--- src/rtl/branch_resolve_unit.sv ---
// Queues fetch predictions and checks them in order against execute outcomes; training/redirect outputs 1 cycle after a resolve.
// Push backpressure via pred_ready_o (deasserted while full); BR_STATS_EN adds saturating resolve/mispredict counters.
module branch_resolve_unit #(
  parameter int DEPTH = 8,
  localparam int PTR_W = $clog2(DEPTH)
) (
  input  logic        clock_i,
  input  logic        rst_n_i,
  input  logic        pred_valid_i,
  input  logic [31:0] pred_pc_i,
  input  logic        pred_taken_i,
  input  logic [31:0] pred_tgt_i,
  output logic        pred_ready_o,
  input  logic        res_valid_i,
  input  logic [31:0] res_pc_i,
  input  logic        res_taken_i,
  input  logic [31:0] res_tgt_i,
  output logic [31:0] update_pc_o,
  output logic [31:0] update_tgt_o,
  output logic        last_br_o,
  output logic        update_pht_o,
  output logic        update_btb_o,
  output logic        redirect_o,
  output logic [31:0] redirect_pc_o,
  output logic        flush_o,
  output logic [31:0] stat_resolved_o,
  output logic [31:0] stat_mispred_o
);

  typedef struct packed {
    logic [31:0] pc;
    logic        taken;
    logic [31:0] tgt;
  } pred_t;

  localparam logic [PTR_W:0] PTR_ONE = 1;

  pred_t          mem [DEPTH];
  logic [PTR_W:0] wr_ptr;
  logic [PTR_W:0] rd_ptr;
  logic           empty;
  logic           full;
  logic           push;
  logic           pop;
  logic           mispredict;
  pred_t          head;

  assign empty = (wr_ptr == rd_ptr);
  assign full  = (wr_ptr[PTR_W-1:0] == rd_ptr[PTR_W-1:0]) && (wr_ptr[PTR_W] != rd_ptr[PTR_W]);
  assign pred_ready_o = !full;

  assign push = pred_valid_i && !full;
  assign pop  = res_valid_i && !empty;

  // An empty queue resolves against an all-zero record: a not-taken guess at pc 0.
  assign head = empty ? '0 : mem[rd_ptr[PTR_W-1:0]];

  assign mispredict = res_valid_i &&
                      ((head.taken != res_taken_i) ||
                       (res_taken_i && (head.tgt != res_tgt_i)) ||
                       (head.pc != res_pc_i));

  always_ff @(posedge clock_i) begin
    if (push) begin
      mem[wr_ptr[PTR_W-1:0]] <= '{pc: pred_pc_i, taken: pred_taken_i, tgt: pred_tgt_i};
    end
  end

  // A mispredict empties the queue and discards any push in the same cycle.
  always_ff @(posedge clock_i or negedge rst_n_i) begin
    if (!rst_n_i) begin
      wr_ptr <= '0;
      rd_ptr <= '0;
    end else if (mispredict) begin
      wr_ptr <= '0;
      rd_ptr <= '0;
    end else begin
      if (push) wr_ptr <= wr_ptr + PTR_ONE;
      if (pop)  rd_ptr <= rd_ptr + PTR_ONE;
    end
  end

  always_ff @(posedge clock_i or negedge rst_n_i) begin
    if (!rst_n_i) begin
      update_pc_o   <= '0;
      update_tgt_o  <= '0;
      last_br_o     <= 1'b0;
      update_pht_o  <= 1'b0;
      update_btb_o  <= 1'b0;
      redirect_o    <= 1'b0;
      redirect_pc_o <= '0;
      flush_o       <= 1'b0;
    end else begin
      update_pht_o <= res_valid_i;
      update_btb_o <= res_valid_i && res_taken_i;
      redirect_o   <= mispredict;
      flush_o      <= mispredict;
      if (res_valid_i) begin
        update_pc_o  <= res_pc_i;
        update_tgt_o <= res_tgt_i;
        last_br_o    <= res_taken_i;
      end
      if (mispredict) begin
        redirect_pc_o <= res_taken_i ? res_tgt_i : (res_pc_i + 32'd4);
      end
    end
  end

`ifdef BR_STATS_EN
  always_ff @(posedge clock_i or negedge rst_n_i) begin
    if (!rst_n_i) begin
      stat_resolved_o <= '0;
      stat_mispred_o  <= '0;
    end else begin
      if (res_valid_i && (stat_resolved_o != 32'hFFFF_FFFF)) stat_resolved_o <= stat_resolved_o + 32'd1;
      if (mispredict && (stat_mispred_o != 32'hFFFF_FFFF))   stat_mispred_o  <= stat_mispred_o + 32'd1;
    end
  end
`else
  assign stat_resolved_o = '0;
  assign stat_mispred_o  = '0;
`endif

endmodule

--- config.mk ---
export PLATFORM = sky130hd
export DESIGN_NAME = branch_resolve_unit
export DESIGN_NICKNAME = d
export VERILOG_FILES = /design/src/rtl/branch_resolve_unit.sv
export SDC_FILE = /design/constraint.sdc
export NUM_CORES = 1
export LEC_CHECK = 0
export CORE_MARGIN = 5
export CORE_UTILIZATION = 63
export CTS_BUF_LIST = sky130_fd_sc_hd__clkbuf_8
export CTS_CLUSTER_DIAMETER = 50
export DETAILED_ROUTE_END_ITERATION = 7
export PLACE_DENSITY = 0.94
export SETUP_SLACK_MARGIN = 0.3
export SYNTH_ARGS = -nofsm -noshare
export SYNTH_HDL_FRONTEND = slang
export SYNTH_SLANG_ARGS = --single-unit
--- constraint.sdc ---
create_clock -name clock_i -period 10.3 [get_ports clock_i]
set_input_delay 2.06 -clock clock_i [delete_from_list [all_inputs] [get_ports clock_i]]
set_output_delay 2.06 -clock clock_i [all_outputs]
set_load 0.02 [all_outputs]
==> metrics.txt <==
# TYPE chip_impl_metric gauge
chip_impl_metric{name="dieWidth",unit="um"} 216
chip_impl_metric{name="routabilityCongestion",unit=""} 0.875
chip_impl_info{name="outcome",value="completed"} 1
chip_impl_metric{name="synthDistinctLibCells",unit=""} 65
chip_impl_metric{name="detail_route.vias_per_cell",unit=""} 6.60
chip_impl_metric{name="gr-total-overflow",unit=""} 0
chip_impl_metric{name="clock_tree.buffer_depth",unit=""} 3
chip_impl_metric{name="drtPass1Iterations",unit=""} 7
chip_impl_info{name="cts.root.buffer_cell",value="sky130_fd_sc_hd__clkbuf_8"} 1
chip_impl_info{name="critical_path_class",value="reg2reg"} 1
chip_impl_metric{name="clk-insertion-delay-late",unit="ns"} 0.70
chip_impl_metric{name="dpl-instance-area",unit="sq um"} 29400
chip_impl_metric{name="fp.coreArea",unit="sq um"} 42000
chip_impl_metric{name="design.final.nets",unit=""} 2012
chip_impl_metric{name="total_cts_buffers",unit=""} 93
chip_impl_metric{name="cp_data_required_time",unit="ns"} 10.83
chip_impl_metric{name="critical_path_peak_fanout",unit=""} 55
chip_impl_metric{name="finalSetupViolCount",unit=""} 0
chip_impl_metric{name="synth-warning-count",unit=""} 0
chip_impl_metric{name="slew_headroom",unit="%"} 24.6
chip_impl_metric{name="antenna_violations_before_repair",unit=""} 12
chip_impl_metric{name="synth_enable_flop_cells",unit=""} 520
chip_impl_metric{name="worst-r2r-cell-count",unit=""} 11
chip_impl_metric{name="initial_cell_density_of_the_core",unit="%"} 63.8
chip_impl_metric{name="drcViolationCount",unit=""} 0
chip_impl_metric{name="pwr-share-comb",unit="%"} 10.7
chip_impl_metric{name="num-fill-cells",unit=""} 2252
chip_impl_metric{name="cts_sinks",unit=""} 628
chip_impl_metric{name="final_hold_viol_count",unit=""} 0
chip_impl_info{name="worstReg2RegEnd",value="redirect_pc_o[2]$_DFFE_PN0P_"} 1
chip_impl_info{name="worst_r2r_startpoint",value="rd_ptr[0]$_DFFE_PN0P_"} 1
chip_impl_metric{name="final_max_slew_viol_count",unit=""} 0
chip_impl_metric{name="synth.ff_latch_count",unit=""} 628
chip_impl_metric{name="holdWs",unit="ns"} 0.487
chip_impl_metric{name="cts_setup_buffers",unit=""} 0
chip_impl_metric{name="r2r_setup_slack",unit="ns"} 4.53
chip_impl_metric{name="ctsHoldBuffers",unit=""} 0
chip_impl_metric{name="asyncSetResetFlopFracSynth",unit="%"} 17.2
chip_impl_metric{name="peakVddDrop",unit="mV"} 0.113
chip_impl_metric{name="via_count_of_the_first_global_routing_pass",unit=""} 17000
chip_impl_metric{name="dp_hpwl",unit="um"} 48400
chip_impl_metric{name="clkTransAtPathRegs",unit="ns"} 0.06
chip_impl_metric{name="detail_route.iter0.violations",unit=""} 2595
chip_impl_metric{name="num_vias",unit=""} 16500
chip_impl_metric{name="cellLeakagePower",unit="nW"} 10.7
chip_impl_info{name="crit_path_end_kind",value="register"} 1
chip_impl_metric{name="finalWorstPathRequiredPeriod",unit="ns"} 5.77
chip_impl_metric{name="pwr-share-clk",unit="%"} 34.7
chip_impl_metric{name="setup_total_negative_slack",unit="ns"} 0
chip_impl_info{name="worst_hold_startpoint",value="redirect_pc_o[15]$_DFFE_PN0P_"} 1
chip_impl_metric{name="worst-endpoint-arrival",unit="ns"} 6.30
chip_impl_metric{name="chipHeight",unit="um"} 216
chip_impl_metric{name="post_synth_instance_area",unit="sq um"} 26800
chip_impl_info{name="setup_repair_after_global_routing_missed_its_margin",value="false"} 1
chip_impl_info{name="critical_path.startpoint_type",value="register"} 1
chip_impl_metric{name="p_sw",unit="W"} 0.00134
chip_impl_metric{name="htree_num_levels",unit=""} 3
chip_impl_metric{name="top_achievable_clock_speed",unit="MHz"} 173
chip_impl_metric{name="drive_above_1_share",unit="%"} 18.5
chip_impl_info{name="min_path_type",value="reg2reg"} 1
chip_impl_metric{name="fraction_of_the_cycle_the_final_worst_path_needs",unit="%"} 56.1
chip_impl_metric{name="pwr_density_cell",unit="nW/um^2"} 171
chip_impl_info{name="synth_ff_type",value="sky130_fd_sc_hd__edfxtp_1"} 1
chip_impl_metric{name="drt_wl_total",unit="um"} 75200
chip_impl_metric{name="power",unit="W"} 0.00531
chip_impl_metric{name="io_buffer_count",unit=""} 235
chip_impl_metric{name="tightestPinTransition",unit="ns"} 1.13
chip_impl_metric{name="portion_of_total_power_attributed_to_sequential_cells",unit="%"} 54.6
chip_impl_metric{name="post-route-worst-setup-slack",unit="ns"} 4.53
chip_impl_metric{name="cts_resized",unit=""} 0
chip_impl_metric{name="placement.setup.worst_slack",unit="ns"} 4.56
chip_impl_metric{name="fin_area",unit="sq um"} 31100
chip_impl_metric{name="synth-seq-area-share",unit="%"} 68.2
chip_impl_metric{name="area.growth.synth_to_final",unit="%"} 15.8
chip_impl_metric{name="num_rows",unit=""} 75
chip_impl_info{name="tritoncts_clock_tree",value="done"} 1
chip_impl_metric{name="max_cap_viol_count",unit=""} 0
chip_impl_info{name="hold-path-endpoint",value="redirect_pc_o[15]$_DFFE_PN0P_"} 1
chip_impl_metric{name="syn-instance-count",unit=""} 1613
chip_impl_metric{name="route.antenna.remaining_nets",unit=""} 0
chip_impl_metric{name="sw_frac_of_total",unit="%"} 25.2
chip_impl_metric{name="synth.avg_cell_area",unit="sq um"} 16.6
chip_impl_metric{name="worst_hold_path.num_cells",unit=""} 1
chip_impl_metric{name="boundaryPins",unit=""} 300
chip_impl_metric{name="fp.dieArea",unit="sq um"} 46800
chip_impl_metric{name="drt_wl_cell",unit="um"} 30.1
chip_impl_metric{name="grtUsageTotal",unit="%"} 31.7
chip_impl_metric{name="worst_clock_skew",unit="ns"} 0.0490
chip_impl_metric{name="p_int",unit="W"} 0.00397
chip_impl_metric{name="pin_count_of_the_biggest_net_entering_global_routing",unit=""} 80
chip_impl_metric{name="grt_first_pass_wirelength",unit="um"} 109000
[cell families after synthesis]
group	synth area share [%]
AOI/OAI and AO/OA	3.56
xor gates and xnor gates	2.06
adders and majority gates	0.140
buffers and inverters	3.65
DFF	68.2
muxes	16.1
other	0.0140
and+or+nand+nor	6.20
[state kept, by name, summed over array words and instances, names as in the netlist]
register and cells:
update_btb_o 1, update_tgt_o 32, update_pht_o 1, flush_o 1, rd_ptr 4, wr_ptr 4, last_br_o 1, update_pc_o 32
redirect_pc_o 32, mem 520
[per-layer routing]
| metal | vias to the layer above | track usage [%] | part of all wire [%] |
|---|---|---|---|
| met5 | - | 0 | 0.088 |
| met4 | 10 | 18.5 | 6.8 |
| li1 | 6703 | - | - |
| met2 | 1300 | 49.9 | 47 |
| met3 | 327 | 10.7 | 14 |
| met1 | 8156 | 38.7 | 32 |
[cell usage in the layout (no fill, tap or decap), types with 8 or more instances in the layout]
master and n:
sky130_fd_sc_hd__a21oi_1 34, sky130_fd_sc_hd__a22oi_1 11, sky130_fd_sc_hd__and2_1 14, sky130_fd_sc_hd__and3_1 10, sky130_fd_sc_hd__buf_4 22, sky130_fd_sc_hd__clkbuf_8 96, sky130_fd_sc_hd__clkdlybuf4s50_1 232, sky130_fd_sc_hd__clkinv_1 17
sky130_fd_sc_hd__clkinv_2 11, sky130_fd_sc_hd__conb_1 64, sky130_fd_sc_hd__dfrtp_1 105, sky130_fd_sc_hd__diode_2 8, sky130_fd_sc_hd__edfxtp_1 520, sky130_fd_sc_hd__inv_1 49, sky130_fd_sc_hd__mux2_1 29, sky130_fd_sc_hd__mux2_2 102
sky130_fd_sc_hd__mux2i_1 60, sky130_fd_sc_hd__mux4_2 98, sky130_fd_sc_hd__nand2_1 116, sky130_fd_sc_hd__nand3_1 24, sky130_fd_sc_hd__nand4_1 14, sky130_fd_sc_hd__nor2_1 30, sky130_fd_sc_hd__nor2b_1 8, sky130_fd_sc_hd__nor3_1 14
sky130_fd_sc_hd__nor3b_1 12, sky130_fd_sc_hd__nor4b_1 14, sky130_fd_sc_hd__o21ai_0 47, sky130_fd_sc_hd__o22ai_1 16, sky130_fd_sc_hd__or3_1 10, sky130_fd_sc_hd__xnor2_1 22, sky130_fd_sc_hd__xor2_1 41
[metrics by stage]
stage / utilization, % / std cells
finish: 73.9 / 2498
global route: 73.9 / 2495
CTS: 73.9 / 2490
detailed placement: 69.9 / 2319
global placement: 69.9 / 2319
floorplan: - / 1676
[Yosys cell counts, types with 10 or more instances]
master                     instances  area share [%]
sky130_fd_sc_hd__buf_4            74             2.1
sky130_fd_sc_hd__or3_1            10            0.23
sky130_fd_sc_hd__nor3_1           16            0.30
sky130_fd_sc_hd__nor4b_1          14            0.46
sky130_fd_sc_hd__mux2_2          102             4.3
sky130_fd_sc_hd__nand3_1          24            0.45
sky130_fd_sc_hd__xnor2_1          22            0.72
sky130_fd_sc_hd__edfxtp_1        520              58
sky130_fd_sc_hd__xor2_1           41             1.3
sky130_fd_sc_hd__a21oi_1          34            0.63
sky130_fd_sc_hd__and2_1           14            0.33
sky130_fd_sc_hd__dfrtp_1         108              10
sky130_fd_sc_hd__mux2_1           29             1.2
sky130_fd_sc_hd__o21ai_0          47            0.88
sky130_fd_sc_hd__mux4_2           98             8.2
sky130_fd_sc_hd__buf_2            24            0.45
sky130_fd_sc_hd__a22oi_1          11            0.31
sky130_fd_sc_hd__nand2_1         116             1.6
sky130_fd_sc_hd__nand4_1          14            0.33
sky130_fd_sc_hd__clkbuf_1         38            0.53
sky130_fd_sc_hd__o22ai_1          16            0.37
sky130_fd_sc_hd__and3_1           10            0.23
sky130_fd_sc_hd__mux2i_1          60             2.2
sky130_fd_sc_hd__nor2_1           36            0.50
sky130_fd_sc_hd__nor3b_1          12            0.34
[power by group through the flow]
stage          logic, W  clock network [W]  registers (W)
3_5_place_dp   0.000554                  0        0.00295
4_1_cts        0.000559            0.00185        0.00290
2_1_floorplan  0.000238                  0        0.00299
6_report       0.000570            0.00184        0.00290
5_1_grt        0.000593            0.00199        0.00291
3_3_place_gp   0.000531                  0        0.00294
[worst max-delay path by stage]
stage	from	to	slack [ns]	cells past startpoint
final	rd_ptr[0]$_DFFE_PN0P_	redirect_pc_o[2]$_DFFE_PN0P_	4.53	11
after global routing	rd_ptr[0]$_DFFE_PN0P_	redirect_pc_o[27]$_DFFE_PN0P_	4.23	11
after CTS	rd_ptr[0]$_DFFE_PN0P_	redirect_pc_o[27]$_DFFE_PN0P_	4.59	11
after detailed placement	res_tgt_i[27]	redirect_pc_o[28]$_DFFE_PN0P_	4.56	8
after global placement	res_tgt_i[19]	redirect_pc_o[28]$_DFFE_PN0P_	4.64	8
after floorplan	pred_valid_i	mem[0][0]$_DFFE_PP_	2.82	4
[area by class of cell]
class | count | area, sq um | share of cell area [%]
well taps | 539 | 674 | 2.17
flip-flops and latches | 628 | 18300 | 59.0
clock buffers | 96 | 1320 | 4.25
inverters | 10 | 38.8 | 0.125
multi-input cells | 887 | 7850 | 25.2
repair buffers | 255 | 2490 | 8.02
diodes | 8 | 20.0 | 0.0644
clock inverters | 75 | 355 | 1.14
[worst max-delay path, cell delays in order, from the launching register on]
cell                      delay (ns)
sky130_fd_sc_hd__dfrtp_4        0.73
sky130_fd_sc_hd__buf_4          0.89
sky130_fd_sc_hd__nand2_1        0.58
sky130_fd_sc_hd__o22ai_1        0.62
sky130_fd_sc_hd__nor3_1         0.18
sky130_fd_sc_hd__and4b_1        0.36
sky130_fd_sc_hd__o21ai_0        0.13
sky130_fd_sc_hd__a32oi_1        0.30
sky130_fd_sc_hd__nand4_1        0.23
sky130_fd_sc_hd__o21a_1         0.30
sky130_fd_sc_hd__o21ai_4        0.85
sky130_fd_sc_hd__mux2_1         0.40
No activity file was read; power rests on OpenSTA's default activity.
